<file path="src/rtl/instr_mem_loader.sv">
// -----------------------------------------------------------------------------
// instr_mem_loader
//
// Fills the byte-wide instruction memory before the pipeline starts fetching.
// 32-bit words arrive on a valid/ready stream. Each word is written as four
// little-endian bytes at consecutive byte addresses, so IM[pc] holds
// instruction[7:0] and IM[pc+3] holds instruction[31:24]. The CPU is held
// stalled until a session completes.
//
// Ports
//   clk           system clock, all logic on posedge
//   reset         synchronous, active-high reset
//   start         one-cycle pulse, begins a session at byte address 0
//   word_valid    word_data / word_last are valid
//   word_data     instruction word to store
//   word_last     current word is the final word of the session
//   word_ready    loader accepts a word this cycle
//   mem_we        byte write enable to instruction memory
//   mem_addr      byte address of the write
//   mem_wdata     byte to write
//   busy          session in progress
//   done          session completed (held)
//   overflow      a word would have exceeded DEPTH (held)
//   cpu_stall     pipeline must not fetch
//   words_loaded  words fully written this session
//
// State table
//   state       | meaning
//   S_IDLE      | after reset, waiting for start
//   S_WAIT_WORD | word_ready=1, waiting for a word
//   S_WRITE     | emitting byte beats 1..3, then the word-complete cycle
//   S_DONE      | session finished, CPU released
//   S_ERR       | overflow detected, nothing written for the offending word
// -----------------------------------------------------------------------------
module instr_mem_loader #(
   parameter int unsigned DEPTH = 64
) (
   input  logic        clk,
   input  logic        reset,
   input  logic        start,
   input  logic        word_valid,
   input  logic [31:0] word_data,
   input  logic        word_last,
   output logic        word_ready,
   output logic        mem_we,
   output logic [31:0] mem_addr,
   output logic [7:0]  mem_wdata,
   output logic        busy,
   output logic        done,
   output logic        overflow,
   output logic        cpu_stall,
   output logic [15:0] words_loaded
);

   typedef enum logic [2:0] {
      S_IDLE,
      S_WAIT_WORD,
      S_WRITE,
      S_DONE,
      S_ERR
   } state_t;

   localparam logic [31:0] DEPTH_W = 32'(DEPTH);

   state_t      state_q, state_d;
   logic [31:0] base_q, base_d;
   logic [1:0]  beat_q, beat_d;
   logic [31:0] word_q, word_d;
   logic        last_q, last_d;

   logic        word_ready_q, word_ready_d;
   logic        mem_we_q, mem_we_d;
   logic [31:0] mem_addr_q, mem_addr_d;
   logic [7:0]  mem_wdata_q, mem_wdata_d;
   logic        busy_q, busy_d;
   logic        done_q, done_d;
   logic        overflow_q, overflow_d;
   logic        cpu_stall_q, cpu_stall_d;
   logic [15:0] words_loaded_q, words_loaded_d;

   logic [31:0] base_plus4;
   logic [7:0]  beat_byte;

   assign base_plus4 = base_q + 32'd4;

   always_comb begin
      beat_byte = word_q[7:0];
      case (beat_q)
         2'd1:    beat_byte = word_q[15:8];
         2'd2:    beat_byte = word_q[23:16];
         2'd3:    beat_byte = word_q[31:24];
         default: beat_byte = word_q[7:0];
      endcase
   end

   // beat_q holds the index of the next byte to emit. Beat 0 is registered
   // on the accepting edge, so WRITE sees beat_q = 1,2,3 and then wraps to 0,
   // which marks the word-complete cycle.
   always_comb begin
      state_d        = state_q;
      base_d         = base_q;
      beat_d         = beat_q;
      word_d         = word_q;
      last_d         = last_q;
      word_ready_d   = word_ready_q;
      mem_we_d       = 1'b0;
      mem_addr_d     = mem_addr_q;
      mem_wdata_d    = mem_wdata_q;
      busy_d         = busy_q;
      done_d         = done_q;
      overflow_d     = overflow_q;
      cpu_stall_d    = cpu_stall_q;
      words_loaded_d = words_loaded_q;

      case (state_q)
         S_IDLE, S_DONE, S_ERR: begin
            if (start) begin
               state_d        = S_WAIT_WORD;
               base_d         = 32'd0;
               words_loaded_d = 16'd0;
               done_d         = 1'b0;
               overflow_d     = 1'b0;
               word_ready_d   = 1'b1;
               busy_d         = 1'b1;
               cpu_stall_d    = 1'b1;
            end
         end

         S_WAIT_WORD: begin
            if (word_valid && word_ready_q) begin
               word_ready_d = 1'b0;
               // word_last is deliberately ignored on an overflowing word
               if (base_plus4 > DEPTH_W) begin
                  overflow_d = 1'b1;
                  busy_d     = 1'b0;
                  state_d    = S_ERR;
               end else begin
                  word_d      = word_data;
                  last_d      = word_last;
                  mem_we_d    = 1'b1;
                  mem_addr_d  = base_q;
                  mem_wdata_d = word_data[7:0];
                  beat_d      = 2'd1;
                  state_d     = S_WRITE;
               end
            end
         end

         S_WRITE: begin
            if (beat_q != 2'd0) begin
               mem_we_d    = 1'b1;
               mem_addr_d  = base_q + {30'd0, beat_q};
               mem_wdata_d = beat_byte;
               beat_d      = beat_q + 2'd1;
            end else begin
               base_d         = base_plus4;
               words_loaded_d = words_loaded_q + 16'd1;
               if (last_q) begin
                  state_d     = S_DONE;
                  done_d      = 1'b1;
                  cpu_stall_d = 1'b0;
                  busy_d      = 1'b0;
               end else begin
                  state_d      = S_WAIT_WORD;
                  word_ready_d = 1'b1;
               end
            end
         end

         default: state_d = S_IDLE;
      endcase
   end

   always_ff @(posedge clk) begin
      if (reset) begin
         state_q        <= S_IDLE;
         base_q         <= 32'd0;
         beat_q         <= 2'd0;
         word_q         <= 32'd0;
         last_q         <= 1'b0;
         word_ready_q   <= 1'b0;
         mem_we_q       <= 1'b0;
         mem_addr_q     <= 32'd0;
         mem_wdata_q    <= 8'd0;
         busy_q         <= 1'b0;
         done_q         <= 1'b0;
         overflow_q     <= 1'b0;
         cpu_stall_q    <= 1'b1;
         words_loaded_q <= 16'd0;
      end else begin
         state_q        <= state_d;
         base_q         <= base_d;
         beat_q         <= beat_d;
         word_q         <= word_d;
         last_q         <= last_d;
         word_ready_q   <= word_ready_d;
         mem_we_q       <= mem_we_d;
         mem_addr_q     <= mem_addr_d;
         mem_wdata_q    <= mem_wdata_d;
         busy_q         <= busy_d;
         done_q         <= done_d;
         overflow_q     <= overflow_d;
         cpu_stall_q    <= cpu_stall_d;
         words_loaded_q <= words_loaded_d;
      end
   end

   assign word_ready   = word_ready_q;
   assign mem_we       = mem_we_q;
   assign mem_addr     = mem_addr_q;
   assign mem_wdata    = mem_wdata_q;
   assign busy         = busy_q;
   assign done         = done_q;
   assign overflow     = overflow_q;
   assign cpu_stall    = cpu_stall_q;
   assign words_loaded = words_loaded_q;

endmodule

</file>
<file path="config.mk">
export PLATFORM = sky130hd
export DESIGN_NAME = instr_mem_loader
export DESIGN_NICKNAME = d
export VERILOG_FILES = /design/src/rtl/instr_mem_loader.sv
export SDC_FILE = /design/constraint.sdc
export NUM_CORES = 1
export LEC_CHECK = 0
export CORE_ASPECT_RATIO = 0.7
export CORE_MARGIN = 3
export CORE_UTILIZATION = 44
export DETAILED_ROUTE_END_ITERATION = 12
export PLACE_DENSITY_LB_ADDON = 0.15
export SYNTH_ARGS = -nofsm -noshare
export SYNTH_HDL_FRONTEND = slang
export SYNTH_SLANG_ARGS = --single-unit
</file>
<file path="constraint.sdc">
create_clock -name clk -period 4.3 [get_ports clk]
set_input_delay 0.86 -clock clk [delete_from_list [all_inputs] [get_ports clk]]
set_output_delay 0.86 -clock clk [all_outputs]
set_load 0.01 [all_outputs]
</file>
## Yosys cells after proc, flatten, opt, wreduce, memory -nomap -nowiden

Cells that the tools add are included.

- Register bits: 132
- Bits in latches: 0
- Bits in writable memories: 0
- ROM bits: 0
- Input bits: 37
- Output and inout bits: 62
- Word-level logic and storage cells: 98
- Memories: 0

- Add/sub/neg operators: 4
- Multipliers: 0
- Divide/modulo/power cells: 0
- Order comparisons: 1
- Equality and inequality tests: 15
- Shift-type cells: 0
- Muxes and demuxes: 47
- Bitwise logic cells: 1
- Reduce and logical (&&, ||, !) cells: 16

Operators with widths:

| kind | number |
|---|---|
| $mux 32 | 5 |
| $pmux 32 s2 | 2 |
| $add 32x2->32 | 1 |
| $add 32x3->32 const B | 1 |
| $gt 32x7->1 const B | 1 |
| $mux 16 | 2 |
| $pmux 16 s2 | 1 |
| $mux 8 | 3 |
| $pmux 8 s3 | 1 |
| $add 16x1->16 const B | 1 |
| $mux 1 | 16 |
| $ne 2x2->1 const B | 8 |
| $pmux 8 s2 | 1 |
| $mux 3 | 4 |
| $reduce_and 4->1 | 3 |
| $pmux 3 s3 | 1 |
| $reduce_and 3->1 | 3 |
| $mux 2 | 4 |
| $pmux 1 s2 | 4 |
| $reduce_bool 2->1 | 4 |
| $eq 3x2->1 const B | 2 |
| $pmux 1 s3 | 2 |
| $reduce_and 6->1 | 1 |
| $reduce_and 5->1 | 1 |
| other kinds (11) | 12 |

## Depth between registers and ports, before layout

- Depth in word-level cells: 5
- Gate-level depth with buffers: 12
- Mapped depth without buffers: 10

## Worst setup path after synthesis

Ideal clock, no wire load.

- Path type: register to register
- Start point: register base_q[2]
- End point: register mem_wdata_q[0] (netlist: mem_wdata[0])
- Setup time: 0.122 ns
- Arrival: 2.942 ns
- Data required time: 4.178 ns
- Path slack: 1.236 ns
- Stages on the path, launching flop included: 13
- Path buffers: 3
- Period minus slack after synthesis: 3.064 ns
- Cell sequence: dfxtp_1 -> ha_1 -> clkbuf_2 -> nand3_1 -> nor2_1 -> nand3_1 -> or2_1 -> a2111oi_0 -> and4_1 -> buf_4 -> buf_6 -> o221ai_2 -> o311a_1

- Longest elaborated chain between the ends: 4

Ends and longest elaborated chain:

| element | line | text |
|---|---|---|
| from (decl) | 66 | `logic [31:0] base_q, base_d;` |
| from (signal assigned) | 192 | `base_q <= base_d;` |
| $add 32x3->32 | 84 | `assign base_plus4 = base_q + 32'd4;` |
| $gt 32x7->1 | 133 | `if (base_plus4 > DEPTH_W) begin` |
| $ne 2x2->1 (no line) | - |  |
| $reduce_and 4->1 (no line) | - |  |
| to (signal assigned) | 199 | `mem_wdata_q <= mem_wdata_d;` |
| to (decl) | 74 | `logic [7:0] mem_wdata_q, mem_wdata_d;` |

Every way passes these cells.
A chain may end at the register's enable or synchronous reset.

## Worst setup path after layout

- Start point: register base_q[2]
- End point: register mem_wdata_q[1] (netlist: mem_wdata[1])

The elaborated chain is that of the path after synthesis.

==> key figures <==
Timing
  • Final Critical Period: 3840 ps
  • Slew margin rel.: 14.8%
  • Fmax achieved: 261 MHz
  • RSZ-0062 raised after global routing: false
  • Final period utilization: 89.2%
  • Aggregate negative setup slack: 0 ps
  • Final setup viols: 0
  • Worst Skew: 9.57 ps
  • Worst-Margin Slew: 1280 ps
  • Slew Viols, Final: 0
  • Final Hold Viols: 0

Global routing
  • Initial antenna violation count: 0
  • Largest net degree at the start of global routing: 104
  • Vias in the first global route: 5812
  • Total global routing overflow: 0
  • First-pass GRT wire length: 30000 µm
  • Total track usage: 23.4%

Finish
  • Commonest cells after routing, fill and taps aside: dfxtp_1, nand2_1, a21oi_1
  • Multi-input gate area in the final layout: 3300 µm²
  • # diodes: 0
  • Seq. cell area: 2600 µm²
  • Area Growth Syn to Fin: 24.6%
  • Layout cells sized above 1: 6.27%
  • Final nets: 892
  • Fill count: 1186
  • Layout Utilization: 57.7%
  • Commonest non-fill, non-tap cell in the layout: dfxtp_1

Logic synthesis
  • Post-synth EDFFs: 0
  • Post-synth ARST share: 0%
  • Register bit total from synthesis: 130
  • Mean area per synthesized cell: 7.84 µm²
  • Post-synth cell types: 59
  • Net Count, Synth: 844
  • Ys Warns: 0
  • Register area share after synthesis: 41.5%
  • Synthesized instance count: 800
  • Synthesized area: 6270 µm²
  • Most used DFF post-synth: dfxtp_1

CTS
  • CTS tree: yes
  • CTS Sinks: 130
  • TritonCTS Buffers: 17
  • Postcts setup bufs: 0
  • Cts repair resizes: 0
  • H-tree depth reported by CTS: 4
  • Clk buf depth: 2
  • Clock-pin slew on the worst setup and hold paths: 60 ps
  • Root buf cell: clkbuf_16
  • Post-CTS Hold Buffers: 0
  • Skew-Pair Late Insertion Delay: 420 ps

Job
  • Max-cap violation count: 0

Floorplan
  • Die X: 149 µm
  • Chip height: 106 µm
  • FP Rows: 35
  • Core ar.: 13500 µm²
  • I/O pins: 99
  • Die area: 15700 µm²
  • Starting Density: 46.3%

Route
  • DRT Pass-1 Iters: 5
  • Antenna-violating nets left: 0
  • WL final: 18200 µm
  • Via count: 6144
  • WL/cell: 17.4 µm
  • Vias/cell: 5.87
  • Starting DRC count in detailed routing: 676
  • DRC: 0

Pwr
  • Pwr dens: 373 nW/µm²
  • Net Sw Frac: 23.1%
  • Leakage power: 2.59 nW
  • Internal: 2.24 mW
  • Clock network fraction of design power: 51.4%
  • Net Sw Power: 674 µW
  • Seq pwr share: 42.4%
  • Max IR drop VDD: 0.000295 V
  • Combinational share of power: 6.2%

Setup path
  • Crit start category: flop
  • Required time of the critical path: 4610 ps
  • Critical path class: flop to flop
  • Crit path DAT: 4140 ps
  • Critical Path Fanout Max: 80
  • CP endpoint kind: flop

Placement
  • Detailed placement HPWL: 12000 µm
  • GPL Wtd Cong: 0.890
  • Port-buffer cells: 98

Run status
  • Outcome: complete, no violations

Worst hold path
  • Worst hold path class: flop to flop
metrics by stage:
step	hold WS [ps]	cells	cell area (µm²)	worst slack, ps	power (mW)
2_1_floorplan	431	800	6270	1240	1.36
3_3_place_gp	436	1014	7200	748	1.44
3_5_place_dp	444	1014	7200	574	1.44
4_1_cts	452	1046	7810	529	2.93
5_1_grt	473	1046	7810	74.5	3.01
6_report	447	1046	7810	463	2.92
cell type report:
class,count,area share [%]
Timing Repair Buffer,104,13.2
Multi-Input combinational cell,585,42.2
Tap cell,185,2.96
Clock inverter,11,1.95
Clock buffer,21,5.89
Sequential cell,130,33.3
Inverter,10,0.480
cell usage after synthesis (all sizes together) (12+ instances only):
master,n,area share [%]
nand4,12,1.2
nand2,115,6.9
a21oi,112,8.9
buf,22,2.3
nor2,66,4.0
clkbuf,53,3.2
nand3,55,4.5
a31oi,12,1.2
xnor2,12,1.7
dfxtp,130,42
o21ai,53,4.2
nor3,20,1.6
state kept, by name, indices dropped and copies added, names as in the netlist:
name and flops:
word_ready 1, words_loaded 16, base_q 30, word_q 32
mem_we 1, overflow 1, cpu_stall 1, busy 1
mem_addr 32, done 1, last_q 1, state_q 3
beat_q 2, mem_wdata 8
path summary, 6_finish.rpt:
| check | startpoint | to | slack [ps] | cells after the start |
|---|---|---|---|---|
| max | base_q[2] | mem_wdata[1] | 460 | 10 |
| min | done | done | 450 | 2 |
| max reg2reg | base_q[2] | mem_wdata[1] | 460 | 10 |
| min reg2reg | done | done | 450 | 2 |
power by group through the flow:
stage                     sequential (mW)  clock (mW)  combinational (mW)
after global placement               1.26           0               0.176
after global routing                 1.24        1.58               0.197
after CTS                            1.24        1.51               0.180
after detailed placement             1.26           0               0.179
final                                1.24        1.50               0.181
after floorplan                      1.26           0               0.103
metal layers:
metal  part of all wire (%)  vias up  GRT usage, %
li1                       -     2959             -
met1                     49     2926          34.6
met2                     43      236          34.3
met3                    6.9       23          4.56
met4                    1.0        0          7.05
met5                      0        -             0
critical path: stages (launching register included):
cell       delay, ps
dfxtp_1          470
ha_1             360
nand3_1          230
nor2_1           440
nand3_1          210
or2_1            270
a2111oi_0        660
and4_2           390
buf_12           330
o221ai_2         150
o311a_1          180
kinds of logic after synthesis:
logic type	share of synthesized area [%]
and+or+nand+nor	23.6
AOI/OAI and AO/OA	23.8
DFF	41.5
buffers and inverters	6.09
xor gates and xnor gates	3.07
adders and majority gates	1.40
muxes	0.479
Note: power is estimated with default switching activity, not from simulation.
